File: config.mk
export PLATFORM = sky130hd
export DESIGN_NAME = dds_sweep_ctrl
export DESIGN_NICKNAME = d
export VERILOG_FILES = /design/src/rtl/dds_pkg.sv /design/src/rtl/dds_sweep_step.sv /design/src/rtl/dds_sweep_ctrl.sv
export SDC_FILE = /design/constraint.sdc
export NUM_CORES = 1
export LEC_CHECK = 0
export CAP_MARGIN = 20
export CORE_MARGIN = 5
export CORE_UTILIZATION = 51
export DETAILED_ROUTE_END_ITERATION = 6
export PLACE_DENSITY_LB_ADDON = 0.15
export REMOVE_ABC_BUFFERS = 1
export SYNTH_ARGS = -nofsm -noshare
export SYNTH_HDL_FRONTEND = slang
export SYNTH_SLANG_ARGS = --single-unit
File: constraint.sdc
create_clock -name clk_i -period 7.9 [get_ports clk_i]
set_clock_uncertainty 0.2 [all_clocks]
set_input_delay 1.975 -clock clk_i [delete_from_list [all_inputs] [get_ports clk_i]]
set_output_delay 1.975 -clock clk_i [all_outputs]
set_load 0.1 [all_outputs]
File: src/rtl/dds_pkg.sv
// Shared DDS definitions: tuning-word width, sweep FSM states, sweep modes and step directions.
package dds_pkg;

  localparam int unsigned FREQ_WIDTH = 32;

  localparam logic MODE_SINGLE   = 1'b0;
  localparam logic MODE_TRIANGLE = 1'b1;

  localparam logic DIR_DOWN = 1'b0;
  localparam logic DIR_UP   = 1'b1;

  typedef enum logic [1:0] {
    StIdle,
    StUp,
    StDown
  } sweep_state_e;

endpackage

File: src/rtl/dds_sweep_step.sv
// Combinational clamped add/subtract for one sweep step; the result never passes the limit,
// and a zero step jumps straight to it.
module dds_sweep_step
  import dds_pkg::*;
#(
  parameter int unsigned FreqWidth = FREQ_WIDTH
) (
  input  logic [FreqWidth-1:0] cur,
  input  logic [FreqWidth-1:0] step,
  input  logic [FreqWidth-1:0] limit,
  input  logic                 direction,
  output logic [FreqWidth-1:0] next,
  output logic                 at_limit
);

  logic [FreqWidth:0] sum;
  logic [FreqWidth:0] diff;

  always_comb begin
    sum      = {1'b0, cur} + {1'b0, step};
    diff     = {1'b0, cur} - {1'b0, step};
    next     = limit;
    at_limit = 1'b0;
    if (direction == DIR_UP) begin
      at_limit = (cur >= limit);
      // Carry-out or reaching the limit both clamp.
      if ((step != '0) && !sum[FreqWidth] && (sum[FreqWidth-1:0] < limit)) begin
        next = sum[FreqWidth-1:0];
      end
    end else begin
      at_limit = (cur <= limit);
      if ((step != '0) && !diff[FreqWidth] && (diff[FreqWidth-1:0] > limit)) begin
        next = diff[FreqWidth-1:0];
      end
    end
  end

endmodule

File: src/rtl/dds_sweep_ctrl.sv
// Linear frequency-sweep controller feeding the DDS tuning word; single or triangle sweeps.
// Define DDS_SWEEP_CNT_EN to add the sweep_cnt_o completed-sweep/turnaround counter.
module dds_sweep_ctrl
  import dds_pkg::*;
#(
  parameter int unsigned FreqWidth  = FREQ_WIDTH,
  parameter int unsigned DwellWidth = 16
) (
  input  logic                  clk_i,
  input  logic                  rst_i,
  input  logic                  start_i,
  input  logic                  abort_i,
  input  logic                  mode_i,
  input  logic [FreqWidth-1:0]  f_start_i,
  input  logic [FreqWidth-1:0]  f_stop_i,
  input  logic [FreqWidth-1:0]  f_step_i,
  input  logic [DwellWidth-1:0] dwell_i,
  output logic [FreqWidth-1:0]  freq_o,
  output logic                  busy_o,
  output logic                  done_o
`ifdef DDS_SWEEP_CNT_EN
  ,
  output logic [15:0]           sweep_cnt_o
`endif
);

  sweep_state_e          state_q, state_d;
  logic [FreqWidth-1:0]  freq_q, freq_d;
  logic                  busy_q, busy_d;
  logic                  done_q, done_d;
  logic [DwellWidth-1:0] dwell_cnt_q, dwell_cnt_d;
  logic                  mode_q, mode_d;
  logic [FreqWidth-1:0]  f_start_q, f_start_d;
  logic [FreqWidth-1:0]  f_stop_q, f_stop_d;
  logic [FreqWidth-1:0]  f_step_q, f_step_d;
  logic [DwellWidth-1:0] dwell_q, dwell_d;

  logic [FreqWidth-1:0]  up_next, down_next;
  logic                  up_at_limit, down_at_limit;
  logic                  degen;
  logic                  start_ok;
  logic                  dwell_done;

  dds_sweep_step #(
    .FreqWidth(FreqWidth)
  ) u_step_up (
    .cur      (freq_q),
    .step     (f_step_q),
    .limit    (f_stop_q),
    .direction(DIR_UP),
    .next     (up_next),
    .at_limit (up_at_limit)
  );

  dds_sweep_step #(
    .FreqWidth(FreqWidth)
  ) u_step_down (
    .cur      (freq_q),
    .step     (f_step_q),
    .limit    (f_start_q),
    .direction(DIR_DOWN),
    .next     (down_next),
    .at_limit (down_at_limit)
  );

  // An empty range pins the output at f_start for the whole sweep.
  assign degen      = (f_stop_q <= f_start_q);
  assign start_ok   = start_i && !abort_i;
  assign dwell_done = (dwell_cnt_q == dwell_q);

  always_comb begin
    state_d     = state_q;
    freq_d      = freq_q;
    busy_d      = busy_q;
    done_d      = 1'b0;
    dwell_cnt_d = dwell_cnt_q;
    mode_d      = mode_q;
    f_start_d   = f_start_q;
    f_stop_d    = f_stop_q;
    f_step_d    = f_step_q;
    dwell_d     = dwell_q;

    unique case (state_q)
      StIdle: begin
        if (start_ok) begin
          mode_d      = mode_i;
          f_start_d   = f_start_i;
          f_stop_d    = f_stop_i;
          f_step_d    = f_step_i;
          dwell_d     = dwell_i;
          freq_d      = f_start_i;
          busy_d      = 1'b1;
          dwell_cnt_d = '0;
          state_d     = StUp;
        end
      end
      StUp, StDown: begin
        if (abort_i) begin
          state_d = StIdle;
          busy_d  = 1'b0;
        end else if (!dwell_done) begin
          dwell_cnt_d = dwell_cnt_q + 1'b1;
        end else begin
          dwell_cnt_d = '0;
          if (state_q == StUp) begin
            if (!up_at_limit) begin
              freq_d = up_next;
            end else if (mode_q == MODE_SINGLE) begin
              state_d = StIdle;
              busy_d  = 1'b0;
              done_d  = 1'b1;
            end else begin
              state_d = StDown;
              if (!degen) freq_d = down_next;
            end
          end else begin
            if (!down_at_limit) begin
              freq_d = down_next;
            end else begin
              state_d = StUp;
              if (!degen) freq_d = up_next;
            end
          end
        end
      end
      default: begin
        state_d = StIdle;
        busy_d  = 1'b0;
      end
    endcase
  end

  always_ff @(posedge clk_i) begin
    if (!rst_i) begin
      state_q     <= StIdle;
      freq_q      <= '0;
      busy_q      <= 1'b0;
      done_q      <= 1'b0;
      dwell_cnt_q <= '0;
      mode_q      <= MODE_SINGLE;
      f_start_q   <= '0;
      f_stop_q    <= '0;
      f_step_q    <= '0;
      dwell_q     <= '0;
    end else begin
      state_q     <= state_d;
      freq_q      <= freq_d;
      busy_q      <= busy_d;
      done_q      <= done_d;
      dwell_cnt_q <= dwell_cnt_d;
      mode_q      <= mode_d;
      f_start_q   <= f_start_d;
      f_stop_q    <= f_stop_d;
      f_step_q    <= f_step_d;
      dwell_q     <= dwell_d;
    end
  end

  assign freq_o = freq_q;
  assign busy_o = busy_q;
  assign done_o = done_q;

`ifdef DDS_SWEEP_CNT_EN
  logic [15:0] sweep_cnt_q, sweep_cnt_d;
  logic        turn;

  // In single mode the only "turnaround" is the completing edge, so this also counts done pulses.
  assign turn = !abort_i && dwell_done &&
                (((state_q == StUp) && up_at_limit) || ((state_q == StDown) && down_at_limit));

  always_comb begin
    sweep_cnt_d = sweep_cnt_q;
    if ((state_q == StIdle) && start_ok) begin
      sweep_cnt_d = '0;
    end else if (turn) begin
      sweep_cnt_d = sweep_cnt_q + 16'd1;
    end
  end

  always_ff @(posedge clk_i) begin
    if (!rst_i) begin
      sweep_cnt_q <= '0;
    end else begin
      sweep_cnt_q <= sweep_cnt_d;
    end
  end

  assign sweep_cnt_o = sweep_cnt_q;
`endif

endmodule

==> flow_summary.toml <==
[placed_design]
dp_hpwl_um = 40200
number_of_buffer_cells_added_on_primary_ports = 150
gpl.final_weighted_congestion = 0.998
post_placement_cell_count = 2423

[finish]
postLayoutCoreUtil_pct = 59.3
final_stage_net_count = 2405
n_fill_cell = 2702
layout.cells.non_filler = 2453
area.growth.synth_to_final_pct = 15.5
layout-drive-gt1-share_pct = 3.14
n_diodes = 0

[clock_tree]
h_tree_lvl_count = 4
clk-insertion-delay-late_ns = 0.47
post-cts-setup-buffers = 0
cts_inserted_buffers = 17
cts.reportedPaths.clkPinSlew_ns = 0.07
clock_tree.root_cell = "sky130_fd_sc_hd__clkbuf_16"
cts.repair.resized = 0
numClockSinks = 165
cts_tree = "built"
ctsLongestPathBuffers = 2
holdBufCountCts = 0

[power]
total_leakage_power_nw = 6.98
power.density_cell_area_mw_per_mm2 = 368
sequentialPowerShare_pct = 16.9
p_sw_share_pct = 54.4
proportion_of_power_drawn_by_combinational_gates_pct = 70.2
clockPowerShare_pct = 13.0
peakVddDrop_uv = 286
cell_internal_pwr_mw = 2.83
power_switching_mw = 3.37

[logic_synthesis]
synth.area.mux_share_pct = 2.02
proportion_of_synthesized_flip_flops_having_asynchronous_set_or_reset_pct = 0
yosysTopAreaCell = "sky130_fd_sc_hd__dfxtp_1"
synth.lib_cells_used.distinct = 77
synth_compound_area_share_pct = 24.2
synth_flop_cell = "sky130_fd_sc_hd__dfxtp_1"
synth_seq_cells = 165
synth_adder_area_share_pct = 19.8
cell_types_with_the_largest_area_share_after_synthesis = "sky130_fd_sc_hd__dfxtp_1 23%, sky130_fd_sc_hd__ha_1 20%, sky130_fd_sc_hd__a21oi_1 8.8%, sky130_fd_sc_hd__nand2_1 8.8%, sky130_fd_sc_hd__inv_1 3.3%"
yosysTopAreaCellShare_pct = 22.6
yosysWarnings = 0
post_synthesis_share_of_cell_area_spent_on_xor_and_xnor_gates_pct = 5.03
cell_area_after_synthesis_mm2 = 0.0146
syn_inst = 1972
synth_area_per_cell_um2 = 7.41
seq_area_frac_synth_pct = 22.6
synth_top_family_by_area = "compound AO/OA/AOI/OAI gates"
synth_enable_flop_cells = 0
simple_gate_share_of_the_synthesized_area_pct = 20.3

[global_routing]
grt_pass1_vias = 14100
wire_length_of_the_first_global_routing_pass_um = 80300
grt_max_degree = 72
grtUsageTotal_pct = 32.1
initial_antenna_violation_count = 0
global_route.overflow_total = 0

[route]
via_per_inst = 6.03
detail_route.iter0.violations = 1100
routed-via-count = 14800
detail_route.wl_per_cell_um = 21.4
detail-route-antenna-nets = 0
firstDrtPassIters = 7
remaining_drc_errors = 0
drt-total-wl_um = 52400

[timing]
final.min_clock_period_ns = 6.56
timing.final.hold_violations = 0
setup_viol = 0
slew_violations = 0
relSlewSlack_pct = 15.3
holdWs_ns = 0.255
final.setup.tns_ns = 0
worst_pin_slew_ns = 1.27
grt_setup_unrepaired = "no"
clock.fmax_mhz = 152
final_cycle_share_pct = 83.0

[hold_path]
holdCritPathClass = "reg -> reg"

[floorplanning]
start_util_pct = 51.3
placeableCoreArea_mm2 = 0.0285
die_height_um = 179
ios = 151
die_width_um = 179
die_area_mm2 = 0.0321
floorplan.rows = 62

[critical_path]
worst-endpoint-arrival_ns = 6.69
cp.required_ns = 8.03
worst-setup-path-type = "reg -> reg"
path_max_fanout = 24
crit_path_start_kind = "register"
worst_setup_path_end_kind = "register"

[status]
run_status = "finished, final reports clean"

[run]
timing.max_cap.violations = 0
cell usage after synthesis, drive strengths merged, types with 21 or more instances:
master and n:
nand2 341, a21oi 258, ha 228, dfxtp 165, inv 130, nor2 122, clkbuf 83, o21ai 83
xnor2 44, xor2 40, nand4 37, o211ai 37, nand3 33, a21o 29, mux2i 25, nor3 24
nand2b 22, nor4 22, a31oi 21
cells by family (layout without fill, tap and decap cells):
group	count (synthesis)	in the layout
simple gates	665	665
compound gates	570	570
fa+ha+maj	230	230
buf+inv	229	326
flops	165	165
xor+xnor	84	84
mux	29	29
state kept, by name, indices dropped and copies added (netlist names):
register and flops:
dwell_q 16, mode_q 1, dwell_cnt_q 16, state_q 2
done_o 1, freq_o 32, f_start_q 32, f_stop_q 32
f_step_q 32, busy_o 1
final timing paths:
| path | slack [ns] | cells after the start | endpoint | from |
|---|---|---|---|---|
| max | 1.34 | 22 | freq_o[9] | f_step_q[11] |
| max reg2reg | 1.34 | 22 | freq_o[9] | f_step_q[11] |
| min reg2reg | 0.25 | 2 | f_start_q[30] | f_start_q[30] |
| min | 0.25 | 2 | f_start_q[30] | f_start_q[30] |
per-stage QoR:
stage	area [um^2]	setup WS, ns	total power [mW]
6_report	16900	1.34	6.21
5_1_grt	16900	0.896	6.59
4_1_cts	16900	1.38	6.13
3_5_place_dp	16300	1.42	5.31
3_3_place_gp	16300	1.54	5.26
2_1_floorplan	14200	-0.667	3.94
final cells by class:
cell class | instances | area (um^2) | area share [%]
clock buffers | 18 | 439 | 2.60
multi-input cells | 1578 | 10400 | 61.9
flip-flops and latches | 165 | 3300 | 19.6
inverters | 131 | 494 | 2.93
clock inverters | 12 | 96.3 | 0.571
repair buffers | 165 | 1610 | 9.56
well taps | 384 | 480 | 2.85
worst max-delay path, stage by stage (launching register included):
cell and delay (ns):
sky130_fd_sc_hd__dfxtp_1 0.37, sky130_fd_sc_hd__inv_1 0.06, sky130_fd_sc_hd__ha_1 0.57, sky130_fd_sc_hd__nor2b_1 0.12
sky130_fd_sc_hd__o21ai_0 0.27, sky130_fd_sc_hd__a311oi_1 0.20, sky130_fd_sc_hd__or3_1 0.40, sky130_fd_sc_hd__nor4_1 0.49
sky130_fd_sc_hd__o21ai_0 0.32, sky130_fd_sc_hd__a2111o_1 0.48, sky130_fd_sc_hd__and2_1 0.15, sky130_fd_sc_hd__ha_1 0.28
sky130_fd_sc_hd__nand4_1 0.13, sky130_fd_sc_hd__nor3_1 0.11, sky130_fd_sc_hd__a22oi_1 0.21, sky130_fd_sc_hd__o211ai_1 0.11
sky130_fd_sc_hd__and4b_1 0.25, sky130_fd_sc_hd__o311a_2 0.70, sky130_fd_sc_hd__buf_4 0.44, sky130_fd_sc_hd__mux2i_1 0.22
sky130_fd_sc_hd__a21oi_1 0.08, sky130_fd_sc_hd__a22oi_1 0.17, sky130_fd_sc_hd__a21oi_1 0.09
layer usage:
metal	track usage [%]	vias up	wire (um)
li1	-	7186	-
met1	41.0	6994	22700
met2	53.4	531	24300
met3	5.19	88	3150
met4	14.3	0	2260
met5	0	-	0
cells in the final DEF, fill, tap and decap left out, types with 15 or more instances in the layout:
master / instances
sky130_fd_sc_hd__mux2i_1: 25
sky130_fd_sc_hd__nor2_1: 121
sky130_fd_sc_hd__nor3_1: 24
sky130_fd_sc_hd__nor2b_1: 20
sky130_fd_sc_hd__xor2_1: 40
sky130_fd_sc_hd__buf_4: 15
sky130_fd_sc_hd__o21ai_0: 82
sky130_fd_sc_hd__a211oi_1: 15
sky130_fd_sc_hd__o211ai_1: 37
sky130_fd_sc_hd__ha_1: 228
sky130_fd_sc_hd__clkbuf_16: 17
sky130_fd_sc_hd__xnor2_1: 44
sky130_fd_sc_hd__nand4_1: 37
sky130_fd_sc_hd__nand3_1: 33
sky130_fd_sc_hd__nor4_1: 22
sky130_fd_sc_hd__a21o_1: 29
sky130_fd_sc_hd__inv_1: 129
sky130_fd_sc_hd__a31oi_1: 21
sky130_fd_sc_hd__nand2b_1: 22
sky130_fd_sc_hd__nand2_1: 341
sky130_fd_sc_hd__a21oi_1: 258
sky130_fd_sc_hd__dfxtp_1: 165
sky130_fd_sc_hd__clkdlybuf4s50_1: 150
power by group through the flow:
stage,combinational [mW],clock (mW),sequential (mW)
6_report,4.36,0.805,1.05
5_1_grt,4.69,0.848,1.06
4_1_cts,4.27,0.817,1.04
3_5_place_dp,4.25,0,1.06
3_3_place_gp,4.20,0,1.06
2_1_floorplan,2.63,0,1.31
Power figures use the tool's default switching activity.
